`config.mk`:
```
export PLATFORM = sky130hd
export DESIGN_NAME = meter_time_controller
export DESIGN_NICKNAME = d
export VERILOG_FILES = /design/src/rtl/meter_time_controller.sv
export SDC_FILE = /design/constraint.sdc
export NUM_CORES = 1
export LEC_CHECK = 0
export ABC_CLOCK_PERIOD_IN_PS = 7200
export CELL_PAD_IN_SITES_DETAIL_PLACEMENT = 1
export CELL_PAD_IN_SITES_GLOBAL_PLACEMENT = 1
export CORE_UTILIZATION = 45
export CTS_CLUSTER_DIAMETER = 200
export DETAILED_ROUTE_END_ITERATION = 8
export GPL_TIMING_DRIVEN = 0
export PLACE_DENSITY_LB_ADDON = 0.08
export SETUP_SLACK_MARGIN = 0.05
export SYNTH_ARGS = -nofsm -noshare
export SYNTH_HDL_FRONTEND = slang
export SYNTH_SLANG_ARGS = --single-unit
```
`constraint.sdc`:
```
create_clock -name clk -period 7.2 [get_ports clk]
set_input_delay 1.44 -clock clk [delete_from_list [all_inputs] [get_ports clk]]
set_output_delay 1.44 -clock clk [all_outputs]
set_load 0.02 [all_outputs]
```
`src/rtl/meter_time_controller.sv`:
```
// meter_time_controller
//   Remaining-time keeper for the parking meter. Credits coin pulses,
//   counts down on the 1 Hz strobe while a car is parked, clears the
//   balance on departure and drives a registered status FSM.
//
// Ports
//   clk        system clock, rising edge
//   rst_n      asynchronous active-low reset
//   tick_1hz   one-cycle strobe, once per second
//   coin[3:0]  one-cycle coin pulses (any combination may coincide)
//   parked     occupancy level, already synchronous to clk
//   time_left  remaining paid seconds, 0..MAX_SEC
//   state      0=IDLE 1=PAID 2=WARN 3=EXPIRED
//   blink      display blink enable
//   expired    high exactly when state is EXPIRED
module meter_time_controller #(
  parameter int MAX_SEC   = 9999,
  parameter int WARN_SEC  = 180,
  parameter int COIN0_SEC = 60,
  parameter int COIN1_SEC = 120,
  parameter int COIN2_SEC = 180,
  parameter int COIN3_SEC = 300
) (
  input  logic        clk,
  input  logic        rst_n,
  input  logic        tick_1hz,
  input  logic [3:0]  coin,
  input  logic        parked,
  output logic [13:0] time_left,
  output logic [1:0]  state,
  output logic        blink,
  output logic        expired
);

  typedef enum logic [1:0] {
    IDLE    = 2'd0,
    PAID    = 2'd1,
    WARN    = 2'd2,
    EXPIRED = 2'd3
  } state_t;

  localparam logic signed [15:0] MAX_S  = 16'(MAX_SEC);
  localparam logic signed [15:0] C0_S   = 16'(COIN0_SEC);
  localparam logic signed [15:0] C1_S   = 16'(COIN1_SEC);
  localparam logic signed [15:0] C2_S   = 16'(COIN2_SEC);
  localparam logic signed [15:0] C3_S   = 16'(COIN3_SEC);
  localparam logic        [13:0] MAX_T  = 14'(MAX_SEC);
  localparam logic        [13:0] WARN_T = 14'(WARN_SEC);

  state_t             state_q;
  state_t             state_n;
  logic [13:0]        time_n;
  logic               blink_n;
  logic               parked_q;
  logic               depart_p0;
  logic               dec_p0;
  logic signed [15:0] add_p0;
  logic signed [15:0] sum_p0;

  // Clamp the signed balance into 0..MAX_SEC. The lower clamp cannot
  // trigger (decrement is gated on a non-zero balance) but keeps the
  // function total.
  function automatic logic [13:0] sat_time(input logic signed [15:0] v);
    if (v > MAX_S)
      return MAX_T;
    else if (v < 16'sd0)
      return 14'd0;
    else
      return v[13:0];
  endfunction

  // Stage p0: combinational next-balance, next-state and blink
  always_comb begin
    depart_p0 = parked_q & ~parked;
    dec_p0    = tick_1hz & parked & (time_left != 14'd0);

    add_p0 = 16'sd0;
    if (coin[0]) add_p0 = add_p0 + C0_S;
    if (coin[1]) add_p0 = add_p0 + C1_S;
    if (coin[2]) add_p0 = add_p0 + C2_S;
    if (coin[3]) add_p0 = add_p0 + C3_S;

    // decrement first, then credit, then saturate
    sum_p0 = $signed({2'b00, time_left}) - $signed({15'd0, dec_p0}) + add_p0;
    time_n = depart_p0 ? 14'd0 : sat_time(sum_p0);

    if (time_n == 14'd0)
      state_n = parked ? EXPIRED : IDLE;
    else if (time_n <= WARN_T)
      state_n = WARN;
    else
      state_n = PAID;

    blink_n = 1'b0;
    case (state_n)
      WARN: begin
        if (state_q != WARN)
          blink_n = 1'b1;
        else if (tick_1hz)
          blink_n = ~blink;
        else
          blink_n = blink;
      end
      EXPIRED: blink_n = 1'b1;
      default: blink_n = 1'b0;
    endcase
  end

  // Stage p1: registered outputs; time_left and state update together
  always_ff @(posedge clk or negedge rst_n) begin
    if (!rst_n) begin
      time_left <= 14'd0;
      state_q   <= IDLE;
      blink     <= 1'b0;
      expired   <= 1'b0;
      parked_q  <= 1'b0;
    end else begin
      time_left <= time_n;
      state_q   <= state_n;
      blink     <= blink_n;
      expired   <= (state_n == EXPIRED);
      parked_q  <= parked;
    end
  end

  assign state = state_q;

endmodule

```
* After elaboration in Yosys (flattened, before gate mapping) *
Index checks and enable logic that the tools add are counted.

word-level totals
  flip-flop bits (word level) = 19
  latch bits = 0
  RAM bits = 0
  bits in read-only memories = 0
  input port bits = 8
  output and inout bits = 18
  logic and storage cells = 37
  memories kept = 0

cells by class
  add/sub/neg operators = 5
  multipliers = 0
  divide/modulo/power cells = 0
  magnitude comparators = 3
  equality and inequality tests = 4
  shift operators = 0
  multiplexer cells = 13
  bitwise logic cells = 5
  reductions and logical operators = 2

operator list
  cell                                                                               count
  16-bit two-way mux                                                                 3
  14-bit two-way mux                                                                 3
  15-bit by 16-bit adder with 16-bit output                                          1
  16-bit by 10-bit adder with 16-bit output, second input constant                   1
  16-bit by 8-bit adder with 16-bit output, second input constant                    1
  16-bit by 9-bit adder with 16-bit output, second input constant                    1
  16-bit by 15-bit greater-than comparator with 1-bit output, second input constant  1
  16-bit by 1-bit less-than comparator with 1-bit output, second input constant      1
  14-bit by 1-bit subtractor with 15-bit output                                      1
  14-bit by 8-bit less-or-equal comparator with 1-bit output, second input constant  1
  14-bit zero test                                                                   1
  14-bit nonzero test                                                                1
  2-bit two-way mux                                                                  3
  6-bit two-way mux                                                                  1
  2-bit equality test, second input constant                                         2
  1-bit AND                                                                          3
  3-bit inequality test, second input constant                                       1
  1-bit two-way mux                                                                  2
  2-bit inequality test, second input constant                                       1
  1-bit NOT                                                                          2
  1-bit one-hot mux with 2 select lines                                              1

* Longest topological paths before layout *
  depth after elaboration = 17
  gate-level depth with buffers = 21
  mapped depth without buffers = 18

* Worst setup path after synthesis *
Ideal clock, no wire load.

  path type = input -> register
  from = input coin[0]
  to = register blink
  arrival time = 5.113 ns
  path slack = 1.993 ns
  stages = 17
  path through = inv_1 ha_1 xnor2_1 inv_1 ha_1 nand2b_1 xnor2_1 xnor2_1 ha_1 nor2b_1 o31a_1 o41ai_1 a211oi_2 xnor2_1 or4_1 a211o_1 a211oi_1

between the ends
  longest elaborated chain between the ends = 17

RTL lines
  what                                                                                   line  source
  from (decl)                                                                            27    input logic [3:0] coin,
  6-bit two-way mux *                                                                    78    if (coin[0]) add_p0 = add_p0 + C0_S;
  16-bit by 8-bit adder with 16-bit output                                               79    if (coin[1]) add_p0 = add_p0 + C1_S;
  16-bit two-way mux *                                                                   79
  16-bit by 9-bit adder with 16-bit output                                               80    if (coin[2]) add_p0 = add_p0 + C2_S;
  16-bit two-way mux *                                                                   80
  16-bit by 10-bit adder with 16-bit output                                              81    if (coin[3]) add_p0 = add_p0 + C3_S;
  16-bit two-way mux *                                                                   81
  15-bit by 16-bit adder with 16-bit output *                                            84    sum_p0 = $signed({2'b00, time_left}) - $signed({15'd0, dec_p0}) + add_p0;
  16-bit by 1-bit less-than comparator with 1-bit output                                 66    else if (v < 16'sd0)
  14-bit two-way mux                                                                     66
  14-bit two-way mux *                                                                   64    if (v > MAX_S)
  14-bit two-way mux *                                                                   85    time_n = depart_p0 ? 14'd0 : sat_time(sum_p0);
  14-bit by 8-bit less-or-equal comparator with 1-bit output                             89    else if (time_n <= WARN_T)
  2-bit two-way mux                                                                      89
  2-bit two-way mux *                                                                    87    if (time_n == 14'd0)
  2-bit equality test                                                                    95    case (state_n)
  1-bit one-hot mux with 2 select lines / 3-bit inequality test (equally long branches)  -
  to (signal assigned)                                                                   120   blink <= blink_n;
  to (decl)                                                                              31    output logic blink,

Every way passes the cells marked *; elsewhere a longest branch is shown, timed or not.
A chain may end at the register's enable or synchronous reset.

* Final worst setup path *
Same ends and word-level chain as after synthesis.

==> flow_metrics.tcl <==
set metrics [dict create \
    status "finished clean" \
    fmax_ghz 0.1587 \
    grt_pass1_vias 1852 \
    synth_edf_count 0 \
    yosysUniqueCellTypes 58 \
    clock_latency_ns 0.26 \
    synth-seq-cells 19 \
    die-area_mm2 0.004820 \
    cp_slowest_cell "or4_1" \
    cap_violations 0 \
    finalSetupTns_ns 0 \
    crit_top_cell "xnor2_1" \
    root_buffer "clkbuf_8" \
    fin_skew_ns 0.006518 \
    syn_avg_cell_area_um2 8.524 \
    synth_ff_type "dfrtp_1" \
    powerDensity_mw_per_mm2 427.8 \
    synthCells 240 \
    yosys-top-cells-count "nor2_1, dfrtp_1, a21oi_1, ha_1" \
    start_kind "input pin" \
    first_pass_iters 5 \
    post-route-period-util 0.8749 \
    grt_pass1_wl_um 9466 \
    initial_core_util 0.4698 \
    synth.mux.area_fraction 0.007339 \
    clk_pin_slew_ns 0.07 \
    grt_util_all_layers 0.2458 \
    seqCellArea_um2 475.5 \
    worstPathRequired_ns 7.32 \
    grt_max_degree 20 \
    grt_antenna_before_repair 0 \
    crit_path_end_kind "flip-flop" \
    multiInputGateArea_mm2 0.001476 \
    dr_total_vias 1863 \
    cts-resized-gates 0 \
    cp_cell_sequence "clkdlybuf4s50_1 -> inv_1 -> ha_1 -> xnor2_1 -> inv_1 -> ha_1 -> nand2b_1 -> xnor2_1 -> xnor2_1 -> ha_1 -> nor2b_1 -> o31a_1 -> o41ai_1 -> a211oi_2 -> xnor2_1 -> or4_1 -> a2111oi_0 -> a211oi_1" \
    maxSlewHeadroom 0.4170 \
    io_pins 26 \
    ys_warn_count 0 \
    htree_levels 1 \
    die_y_um 69.43 \
    routabilityCongestion 0.8431 \
    wl_um 5632 \
    clockBufferDepth 2 \
    avgViaCountPerCell 5.804 \
    post-synth-top-area-cell "dfrtp_1" \
    fin_util 0.5526 \
    hold_viol 0 \
    synthSimpleGateAreaFrac 0.2489 \
    cts_tree "built" \
    core-area_mm2 0.004354 \
    rsz0062_at_grt "false" \
    post-route-min-period_ns 6.300 \
    drcViolationCount 0 \
    critPathKind "input pin to flip-flop" \
    hold_path_class "flip-flop to flip-flop" \
    cts_hold_buf 0 \
    syn_nets 266 \
    yosysMostFrequentCell "nor2_1" \
    post-cts-setup-buffers 0 \
    arrival_ns 6.42 \
    port_buffers 25 \
    cts_buffers 3 \
    yosysTopAreaCellShare 0.2324 \
    synth_xor_area_frac 0.1321 \
    clock_sinks 19 \
    dr.first_iter.drc_count 77 \
    synth_area_mm2 0.002046 \
    wl_per_cell_um 17.55 \
    synth_top_family_by_area "simple AND/OR/NAND/NOR gates" \
    ys_seq_area_frac 0.2324 \
    diodes 0 \
    synth_compound_area_frac 0.2196 \
    drive_gt1_frac 0.07807 \
    layout.nets 296 \
    leakagePower_nw 1.009 \
    ant_nets 0 \
    cpPeakStageDelay_ns 0.63 \
    hpwl_um 4541 \
    tightestPinTransition_ns 0.8717 \
    finalMaxSlewViolations 0 \
    critPathMaxFanout 5 \
    synthTopCellsByArea "dfrtp_1, ha_1, xor2_1, xnor2_1, a21oi_1" \
    final-setup-viol-count 0 \
    num_rows 24 \
    async_flop_share 1.000 \
    overflow 0 \
    synth_adder_area_share 0.1138 \
    die-width_um 69.43 \
    num-fill-cells 521 \
    synthToLayoutAreaGrowth_pct 17.61 \
    ir_drop_v 0.0002424 \
]
-- power by group --
| group | internal, mW | switching (mW) | leakage [nW] |
|---|---|---|---|
| Combinational | 0.309 | 0.439 | 0.746 |
| Sequential | 0.149 | 0.0583 | 0.240 |
| Clock | 0.0394 | 0.0355 | 0.0228 |
| Total | 0.497 | 0.533 | 1.01 |
-- stage by stage --
step / std cells / total power [mW] / instance area [µm²] / hold slack (ns) / worst slack, ns
2_1_floorplan: 240 / 0.7191 / 2046 / 0.6867 / 1.993
5_1_grt: 321 / 1.112 / 2406 / 0.8089 / 0.5717
3_5_place_dp: 317 / 0.9465 / 2361 / 0.7078 / 0.7258
3_3_place_gp: 317 / 0.9222 / 2361 / 0.7007 / 0.8521
6_report: 321 / 1.029 / 2406 / 0.7531 / 0.9004
4_1_cts: 321 / 1.035 / 2406 / 0.7574 / 0.9775
-- worst paths after layout --
check	start	endpoint	slack, ns	depth (start not counted)
setup / recovery	coin[0]	blink	0.90	18
hold / removal	state[1]	blink	0.75	3
setup reg to reg	time_left[3]	blink	1.94	17
hold reg to reg	state[1]	blink	0.75	3
max in group asynchronous	rst_n	time_left[2]	4.99	1
min in group asynchronous	rst_n	expired	1.67	1
-- cell families (layout without fill, tap and decap cells) --
group / count (synthesis) / in the layout
AND/OR/NAND/NOR: 83 / 83
AO/OA/AOI/OAI: 65 / 65
XOR/XNOR: 30 / 30
buffers and inverters: 24 / 53
flip-flops: 19 / 19
adder cells (fa/ha/maj): 18 / 18
multiplexers: 1 / 1
-- cell type report --
cell class | instances | area share
multi-input cells | 197 | 0.6136
well taps | 52 | 0.02704
repair buffers | 25 | 0.1040
flip-flops and latches | 19 | 0.1976
clock buffers | 4 | 0.01872
plain buffers | 8 | 0.01404
inverters | 16 | 0.02496
-- state kept, by name, indices dropped and copies added, names as in the netlist --
signal     count
time_left     14
state          2
blink          1
expired        1
parked_q       1
-- routing by layer --
layer / vias to the layer above / wire length, µm / track usage
met5: - / 0 / 0
met2: 32 / 2607 / 0.3743
li1: 922 / - / -
met4: 0 / 8 / 0.03401
met1: 907 / 2850 / 0.3718
met3: 2 / 166 / 0.04070
-- worst max-delay path: cells and delay by family --
kind	cells	cell delay, ns
AOI/OAI and AO/OA	5	1.54
and+or+nand+nor	3	0.95
xor gates and xnor gates	4	0.87
adders and majority gates	3	0.84
buffers and inverters	3	0.80
-- layout by cell type, fill, tap and decap left out, types with 3 or more instances in the layout --
cell             netlist  layout
clkbuf_8               0       3
dfrtp_1               19      19
a21oi_1               18      18
xnor2_1               13      13
nand3_1                5       5
nor4_1                 5       5
o21ai_0                7       7
nand4_1                4       4
nor2_1                20      20
nor3_1                 7       7
buf_2                  3       3
nand2_1               15      15
xor2_1                16      16
clkbuf_1               4       5
a21o_1                 5       5
o21a_1                 4       4
clkdlybuf4s50_1        0      25
ha_1                  17      17
inv_1                 16      16
nand2b_1               6       6
a211oi_1               7       7
Power figures use the tool's default switching activity.
